## src/rtl/mac_product_accumulator.sv

```systemverilog
// mac_product_accumulator: two-stage signed product accumulator with group handshake
// Ports: clk, rst (async, active-high); i_valid/i_ready/i_sign/i_exp/i_mant/i_last product beat in;
// o_valid/o_ready/o_sum/o_count group result out. Macro MAC_ACC_SAT_EN: saturate instead of wrap.
module mac_product_accumulator (
    input  logic        clk,
    input  logic        rst,
    input  logic        i_valid,
    output logic        i_ready,
    input  logic        i_sign,
    input  logic [4:0]  i_exp,
    input  logic [9:0]  i_mant,
    input  logic        i_last,
    output logic        o_valid,
    input  logic        o_ready,
    output logic [47:0] o_sum,
    output logic [7:0]  o_count
);
    typedef enum logic [1:0] {ACC, DRAIN, HOLD} state_t;
    state_t      state_q;
    logic        ready_q, valid_q, s1_vld_q, s1_last_q;
    logic [47:0] s1_term_q, acc_q, acc_d, mag, term_d;
    logic [48:0] sum;
    logic [7:0]  cnt_q, cnt_d;
    logic        accept, clr;
`ifdef MAC_ACC_SAT_EN
    logic        sat_q, sat_d, ovf;
`endif
    always_comb begin
        accept = i_valid && ready_q;
        clr    = state_q == HOLD && o_ready;
        mag    = 48'(i_mant) << i_exp;
        term_d = i_sign ? -mag : mag;
        // one extra sign bit exposes signed overflow in bit 48 vs bit 47
        sum    = {acc_q[47], acc_q} + {s1_term_q[47], s1_term_q};
        cnt_d  = s1_vld_q && cnt_q != 8'hFF ? cnt_q + 8'd1 : cnt_q;
`ifdef MAC_ACC_SAT_EN
        ovf    = sum[48] != sum[47];
        sat_d  = sat_q || (s1_vld_q && ovf);
        // once on a rail the accumulator ignores further terms until cleared
        acc_d  = !s1_vld_q || sat_q ? acc_q :
                 ovf ? (sum[48] ? {1'b1, 47'd0} : {1'b0, {47{1'b1}}}) : sum[47:0];
`else
        acc_d  = s1_vld_q ? sum[47:0] : acc_q;
`endif
    end
    always_ff @(posedge clk or posedge rst) begin
        if (rst) begin
            state_q   <= ACC;
            ready_q   <= 1'b0;
            valid_q   <= 1'b0;
            s1_vld_q  <= 1'b0;
            s1_last_q <= 1'b0;
            s1_term_q <= '0;
            acc_q     <= '0;
            cnt_q     <= '0;
        end else begin
            case (state_q)
                ACC: begin
                    state_q <= accept && i_last ? DRAIN : ACC;
                    ready_q <= !(accept && i_last);
                end
                DRAIN: if (s1_last_q) begin
                    state_q <= HOLD;
                    valid_q <= 1'b1;
                end
                HOLD: if (o_ready) begin
                    state_q <= ACC;
                    valid_q <= 1'b0;
                    ready_q <= 1'b1;
                end
                default: state_q <= ACC;
            endcase
            s1_vld_q <= accept;
            if (accept) begin
                s1_term_q <= term_d;
                s1_last_q <= i_last;
            end
            acc_q <= clr ? '0 : acc_d;
            cnt_q <= clr ? '0 : cnt_d;
        end
    end
`ifdef MAC_ACC_SAT_EN
    always_ff @(posedge clk or posedge rst) begin
        if (rst) sat_q <= 1'b0;
        else     sat_q <= clr ? 1'b0 : sat_d;
    end
`endif
    assign i_ready = ready_q;
    assign o_valid = valid_q;
    assign o_sum   = acc_q;
    assign o_count = cnt_q;
endmodule

```

## config.mk

```make
export PLATFORM = sky130hd
export DESIGN_NAME = mac_product_accumulator
export DESIGN_NICKNAME = d
export VERILOG_FILES = /design/src/rtl/mac_product_accumulator.sv
export SDC_FILE = /design/constraint.sdc
export NUM_CORES = 1
export LEC_CHECK = 0
export BUFFER_PORTS_ARGS = -buffer_cell sky130_fd_sc_hd__buf_2
export CAP_MARGIN = 20
export CORE_MARGIN = 8
export CORE_UTILIZATION = 60
export CTS_CLUSTER_SIZE = 24
export DETAILED_ROUTE_END_ITERATION = 8
export GPL_ROUTABILITY_DRIVEN = 0
export PLACE_DENSITY = 0.79
export RECOVER_POWER = 100
export SLEW_MARGIN = 10
export SYNTH_ARGS = -nofsm -noshare
export SYNTH_HDL_FRONTEND = slang
export SYNTH_SLANG_ARGS = --single-unit
```

## constraint.sdc

```tcl
create_clock -name clk -period 4.04 [get_ports clk]
set_input_delay 0.404 -clock clk [delete_from_list [all_inputs] [get_ports clk]]
set_output_delay 0.404 -clock clk [all_outputs]
set_load 0.02 [all_outputs]
```

# Yosys cells after proc, flatten, opt, wreduce, memory -nomap -nowiden

Cells that the tools add are included.

Add/sub/neg operators: 3
Eq/ne operators: 5
Shift-type cells: 1
Mux-type cells: 14
Reductions and logical operators: 13

Operator list:

| operator                                             | number |
|---|---|
| two-way mux 48 bit                                   | 3 |
| adder 48 bit                                         | 1 |
| negation 48 bit                                      | 1 |
| left shift 10 x 5 -> 48 bit                          | 1 |
| two-way mux 8 bit                                    | 2 |
| adder 8 x 1 -> 8 bit (second input constant)         | 1 |
| != test 8 bit (second input constant)                | 1 |
| nonzero test 2 bit                                   | 4 |
| case mux 2 bit (3 select lines)                      | 1 |
| logical AND 1 bit                                    | 4 |
| two-way mux 1 bit                                    | 4 |
| two-way mux 2 bit                                    | 2 |
| != test 2 bit (second input constant)                | 2 |
| case mux 1 bit (2 select lines)                      | 2 |
| AND reduction 2 bit                                  | 2 |
| AND reduction 3 bit                                  | 1 |
| equality test 2 x 1 -> 1 bit (second input constant) | 1 |
| equality test 2 bit (second input constant)          | 1 |
| logical NOT 2 bit                                    | 1 |
| logical NOT 1 bit                                    | 1 |

Register bits: 110
Logic and storage cells: 44

# Depth between registers and ports, before layout

Gate-level depths: netlist of the first run.

Word-level depth: 4
Gate-level depth with buffers: 14
Depth with buffers taken out: 14

# Least setup slack after synthesis of the first run

Ideal clock, no wire load.

Path kind: input to register
Start point: input port i_exp[0]
End point: register s1_term_q[35]
Library setup time: 0.130 ns
Arrival: 3.322 ns
Slack: 0.588 ns
Stages on the path: 12
Path buffers: 1
Cell sequence: buf_6 mux4_2 mux2_4 o21ai_2 a21boi_2 nor2b_4 nand2_4 or4_4 or3_4 o31ai_4 xor2_1 o21ai_1

Longest elaborated chain between the ends: 3

Ends and longest elaborated chain:

| what                            | line | text |
|---|---|---|
| from (decl)                     | 10   | `input logic [4:0] i_exp,` |
| left shift 10 x 5 -> 48 bit (*) | 31   | `mag = 48'(i_mant) << i_exp;` |
| negation 48 bit                 | 32   | `term_d = i_sign ? -mag : mag;` |
| two-way mux 48 bit (*)          | 32   |  |
| to (signal assigned)            | 75   | `s1_term_q <= term_d;` |
| to (decl)                       | 21   | `logic [47:0] s1_term_q, acc_q, acc_d, mag, term_d;` |

Every way passes the cells marked *; elsewhere a longest branch is shown, timed or not.
A chain may end at the register's enable or synchronous reset.

# Worst setup path after layout of the first run

Start point: input port i_exp[0]
End point: register s1_term_q[33]

The elaborated chain is that of the path after synthesis.

==> results_dict.tcl, run 1 <==
set metrics [dict create \
    die_h_um 135.2 \
    insertion_delay_ns 0.36 \
    cts_tree "built" \
    die_x_um 135.2 \
    p_total_w 0.007914 \
    area_growth_pct 8.909 \
    synth-edff-count 0 \
    drive_gt1_frac 0.07598 \
    portBuffers 78 \
    grt.total_usage 0.2444 \
    core_area_mm2 0.01388 \
    final_common_cell "dfrtp_1" \
    final_core_util 0.6688 \
    worst_slack_ns 0.2820 \
    path_clk_slew_ns 0.07 \
    routed-via-count 7787 \
    final.fill_count 1221 \
    worst_setup_path_end_kind "register" \
    timing.final.hold_violations 0 \
    reg2reg_slack_ns 0.36 \
    setup_violations 0 \
    pre_cts_slack_ns 0.1141 \
    max_cap_viol_count 3 \
    ir_worst_vdd_mv 0.3227 \
    most-common-layout-cells "dfrtp_1 (110), nand2_1 (107), nor2_1 (103)" \
    initial_utilization 0.6141 \
    setup_tns_ns 0 \
    cp.buffers_inverters 1 \
    worst_pin_slew_ns 2.930 \
    grt_overflow 0 \
    antennaDiodeCount 0 \
    fmax_ghz 0.2661 \
    clockBufferDepth 2 \
    syn_avg_cell_area_um2 8.490 \
    path_cells "buf_2 -> mux4_1 -> a22oi_1 -> a21oi_1 -> o31a_1 -> nor2b_4 -> nand2_4 -> or4_4 -> or3_4 -> o21ai_0 -> xor2_1 -> o21ai_0" \
    p_leak_nw 4.193 \
    synth.ff_latch_count 110 \
    slew_viol_final 189 \
    antenna_found_initial 0 \
    period_share 0.9302 \
    grt_pass1_wl_mm 36.53 \
    io_pins 79 \
    grt_max_degree 89 \
    crit_fanout 9 \
    syn_inst 1004 \
    rsz0062_at_grt "false" \
    clockRootBuffer "clkbuf_16" \
    worst-endpoint-arrival_ns 3.88 \
    status "complete, but fails checks" \
    drc 0 \
    cts_made_buffers 9 \
    power_density_mw_per_mm2 852.5 \
    fin_nets 1133 \
    critPathMaxStageDelay_ns 0.63 \
    hp-class "input pin to register" \
    grt_pass1_vias 7305 \
    cts.sinks 110 \
    cp_top_family "compound AO/OA/AOI/OAI gates" \
    violations "max-capacitance violations, max-slew violations" \
    totalWireLength_mm 22.16 \
    place_hpwl_mm 16.57 \
    yosysSeqAreaShare 0.3229 \
    start_kind "input pin" \
    synth-warning-count 0 \
    path_class "input pin to register" \
    fin_skew_ns 0.008590 \
    ant_nets 0 \
    cp.required_ns 4.16 \
    wl_per_cell_um 17.79 \
    firstDrtPassIters 5 \
    synth_cell_types 76 \
    seq_area_mm2 0.002753 \
    async_reset_ff_frac 1.000 \
    synth_fp_nets 1075 \
    cp_common_cell "o21ai_0" \
    vias_per_cell 6.250 \
    htreeDepth 3 \
    multi_input_area_mm2 0.005487 \
    period_minus_slack_ns 3.758 \
    row_count 43 \
    synth_ff_type "dfrtp_1" \
    synth_area_mm2 0.008524 \
    max_slew_margin -0.9531 \
    drtIter0Drc 640 \
    dieArea_mm2 0.01828 \
    slowest_stage "mux4_1" \
]
report_power, final:
group	internal (W)	leakage, nW	total [W]	switching (W)
sequential	0.00161	1.35	0.00211	0.000496
combinational	0.00197	2.71	0.00493	0.00296
clock	0.000468	0.138	0.000875	0.000408
synthesized netlist by cell type (6+ instances only):
cell / number / area (um^2)
dfrtp_1: 110 / 2753
nand2_1: 108 / 405.4
nor2_1: 104 / 390.4
o21ai_0: 101 / 505.5
a21oi_1: 72 / 360.4
ha_1: 49 / 613.1
clkbuf_1: 43 / 161.4
mux2i_1: 43 / 430.4
xnor2_1: 36 / 315.3
xor2_1: 36 / 315.3
a21o_1: 31 / 232.7
nand4_1: 20 / 125.1
inv_1: 18 / 67.56
nand3_1: 18 / 90.09
nor3_1: 16 / 80.08
a31oi_1: 12 / 75.07
nand3b_1: 12 / 90.09
o21a_1: 12 / 90.09
nand2b_1: 10 / 62.56
a211oi_1: 9 / 67.56
nor2b_1: 9 / 56.30
or3_1: 8 / 50.05
mux2_2: 7 / 78.83
and2_1: 6 / 37.54
buf_1: 6 / 22.52
mux4_2: 6 / 135.1
nor3b_1: 6 / 45.04
o211ai_1: 6 / 45.04
o21bai_1: 6 / 45.04
o31ai_1: 6 / 45.04
kinds of logic (layout without fill, tap and decap cells):
logic type | Yosys count | count (layout) | synth area share
flip-flops | 110 | 110 | 0.3229
XOR/XNOR | 72 | 72 | 0.07398
AO/OA/AOI/OAI | 304 | 304 | 0.2231
multiplexers | 60 | 60 | 0.08513
AND/OR/NAND/NOR | 335 | 335 | 0.1866
adder cells (fa/ha/maj) | 50 | 50 | 0.07427
buffers and inverters | 73 | 135 | 0.03405
worst paths after layout:
path,start,to,cells after the start
setup / recovery,i_exp[0],s1_term_q[33],12
hold / removal,i_last,s1_last_q,3
setup reg to reg,o_sum[0],o_sum[46],16
hold reg to reg,s1_term_q[28],s1_term_q[28],2
max in group asynchronous,rst,o_sum[18],5
min in group asynchronous,rst,o_count[0],3
routing by layer:
| metal | global-route usage | vias up | part of all wire |
|---|---|---|---|
| met5 | 0 | - | 0 |
| met4 | 0.1172 | 0 | 0.036 |
| met3 | 0.02819 | 58 | 0.065 |
| met2 | 0.3854 | 299 | 0.46 |
| met1 | 0.3286 | 3664 | 0.44 |
| li1 | - | 3766 | - |
repair_timing:
action                     in CTS  in global routing
hold buffers                    0                  1
setup endpoints to repair       0                  1
buffers inserted                0                  0
hold endpoints to repair        0                  1
resized for setup               0                  1
worst register-to-register path, delay by kind of cell (launching register included):
kind | cells | cell delay (ns)
flip-flops | 1 | 0.40
buffers and inverters | 3 | 0.47
adder cells (fa/ha/maj) | 2 | 0.61
AO/OA/AOI/OAI | 8 | 1.63
XOR/XNOR | 1 | 0.15
AND/OR/NAND/NOR | 2 | 0.24
through the flow:
step / hold slack [ns] / cells / cell area [um^2]
4_1_cts: 0.2861 / 1244 / 9371
3_5_place_dp: 0.4742 / 1229 / 9085
2_1_floorplan: 0.4526 / 1004 / 8524
6_report: 0.2898 / 1246 / 9284
3_3_place_gp: 0.4634 / 1229 / 9085
5_1_grt: 0.3339 / 1246 / 9284
state kept, by name (all words and copies together), names as in the netlist:
register,cells
o_valid,1
state_q,2
i_ready,1
s1_last_q,1
o_sum,48
s1_term_q,48
s1_vld_q,1
o_count,8
cell type report:
| class | instances | share of cell area |
|---|---|---|
| tap | 180 | 0.02426 |
| sequential | 110 | 0.2965 |
| clock inverter | 2 | 0.001752 |
| timing repair buffer | 99 | 0.04879 |
| multi-input combinational | 821 | 0.5910 |
| inverter | 21 | 0.008625 |
| clock buffer | 13 | 0.02911 |
Power figures use the tool's default switching activity.
==> inputs of run 2 (changes only) <==
BUFFER_PORTS_ARGS = -buffer_cell sky130_fd_sc_hd__buf_4   (was -buffer_cell sky130_fd_sc_hd__buf_2)
clock period = 3.7 ns   (was 4.04 ns; I/O delays follow)
==> results_dict.tcl, run 2 (synthesized netlist as in run 1, its figures left out) <==
set metrics [dict create \
    period_minus_slack_ns 3.496 \
    area_growth_pct 10.89 \
    setup_tns_ns 0 \
    final.fill_count 1171 \
    period_share 0.9449 \
    grt_max_degree 80 \
    fin_nets 1152 \
    htreeDepth 3 \
    firstDrtPassIters 5 \
    fmax_ghz 0.2860 \
    crit_fanout 8 \
    antennaDiodeCount 0 \
    critPathMaxStageDelay_ns 0.61 \
    slowest_stage "mux4_1" \
    min-delay-start "i_last" \
    path_clk_slew_ns 0.07 \
    vias_per_cell 6.237 \
    violations "max-capacitance violations, max-slew violations" \
    hold_end "s1_last_q" \
    drc 0 \
    post_cts_resized 0 \
    reg2reg_slack_ns 0.23 \
    cts_setup_buffers 0 \
    instances_no_fill 1266 \
    ant_nets 0 \
    place_hpwl_mm 17.05 \
    holdPathStages 3 \
    dpl.cell_count 1250 \
    hold_buffers 0 \
    antenna_found_initial 0 \
    worst_pin_slew_ns 2.415 \
    insertion_delay_ns 0.36 \
    cp_top_family "simple AND/OR/NAND/NOR gates" \
    worst_slack_ns 0.2040 \
    max_cap_viol_count 2 \
    worstReg2RegEnd "o_sum[47]" \
    cts_tree "built" \
    cp.required_ns 3.89 \
    path_cells "buf_4 -> mux4_1 -> a22oi_1 -> a21oi_1 -> o31a_1 -> nor2b_1 -> nand2_4 -> or4_4 -> or3_4 -> o31ai_4 -> xor2_1 -> o21ai_1" \
    drive_gt1_frac 0.09208 \
    io_pins 79 \
    wl_per_cell_um 17.67 \
    hp-class "input pin to register" \
    slew_viol_final 84 \
    power_density_mw_per_mm2 919.3 \
    pre_cts_slack_ns 0.03339 \
    clockRootBuffer "clkbuf_16" \
    ir_worst_vdd_mv 0.3295 \
    max_slew_margin -0.6188 \
    die_h_um 135.2 \
    routed-via-count 7896 \
    path_class "input pin to register" \
    start_kind "input pin" \
    clockBufferDepth 2 \
    row_count 43 \
    cts_made_buffers 9 \
    reg2reg_from "o_sum[19]" \
    worst_setup_path_end_kind "register" \
    whs_ns 0.2568 \
    drtIter0Drc 574 \
    totalWireLength_mm 22.37 \
    worst-endpoint-arrival_ns 3.69 \
    grt_pass1_vias 7573 \
    portBuffers 78 \
    most-common-layout-cells "dfrtp_1 (109), nand2_1 (108), nor2_1 (103)" \
    p_leak_nw 4.281 \
    die_x_um 135.2 \
    final_core_util 0.6810 \
    setup_violations 0 \
    cts.sinks 110 \
    final_common_cell "dfrtp_1" \
    grt.total_usage 0.2461 \
    timing.final.hold_violations 0 \
    initial_utilization 0.6141 \
    cp.buffers_inverters 1 \
    core_area_mm2 0.01388 \
    rsz0062_at_grt "false" \
    r2r_cells 12 \
    status "complete, but fails checks" \
    grt_pass1_wl_mm 37.05 \
    dieArea_mm2 0.01828 \
    fin_skew_ns 0.01451 \
    grt_overflow 0 \
]
[run 2: cell count changes in the layout (fill, tap and decap cells not counted), sizes merged]
| cell | before | now |
|---|---|---|
| clkinvlp | 2 | 3 |
| buf | 32 | 49 |
| clkbuf | 79 | 80 |
| inv | 18 | 20 |
| dlygate4sd3 | 1 | 0 |
[run 2: worst max-delay path by stage]
stage / from / end / slack (ns) / cells past startpoint
3_5_place_dp: i_exp[0] / s1_term_q[35] / 0.03 / 12
3_3_place_gp: i_exp[0] / s1_term_q[35] / 0.08 / 12
6_report: i_exp[0] / s1_term_q[35] / 0.20 / 12
2_1_floorplan: i_exp[0] / s1_term_q[35] / 0.28 / 12
5_1_grt: i_exp[0] / s1_term_q[35] / 0.01 / 12
4_1_cts: o_sum[19] / o_sum[47] / 0.09 / 12
[run 2: worst min-delay path: stages]
cell and delay (ns):
buf_4 0.08, nand2_1 0.07, nand2_1 0.06
[run 2: metal layers]
metal | GRT usage | wire length, um | vias to the layer above
met5 | 0 | 0 | -
met4 | 0.1018 | 586 | 0
met3 | 0.03524 | 1373 | 54
met2 | 0.4110 | 10600 | 299
met1 | 0.3133 | 9806 | 3739
li1 | - | - | 3804
[run 2: area by class of cell]
| type | count | area, um^2 | share of cell area |
|---|---|---|---|
| clock inverter | 5 | 43.79 | 0.004633 |
| clock buffer | 11 | 232.7 | 0.02462 |
| tap | 180 | 225.2 | 0.02383 |
| inverter | 21 | 80.08 | 0.008471 |
| sequential | 110 | 2754 | 0.2913 |
| timing repair buffer | 118 | 644.4 | 0.06817 |
| multi-input combinational | 821 | 5473 | 0.5790 |
[run 2: metrics by stage]
stage          area (um^2)  power, W
6_report              9453  0.008690
5_1_grt               9453  0.009422
4_1_cts               9714  0.008929
3_5_place_dp          9438  0.007945
3_3_place_gp          9438  0.007792
2_1_floorplan         8524  0.006301
[run 2: power by group]
group          switching (W)  internal [W]  total, W
registers           0.000524       0.00176   0.00229
clock network       0.000464      0.000467  0.000930
logic                0.00326       0.00222   0.00547
total                0.00424       0.00445   0.00869
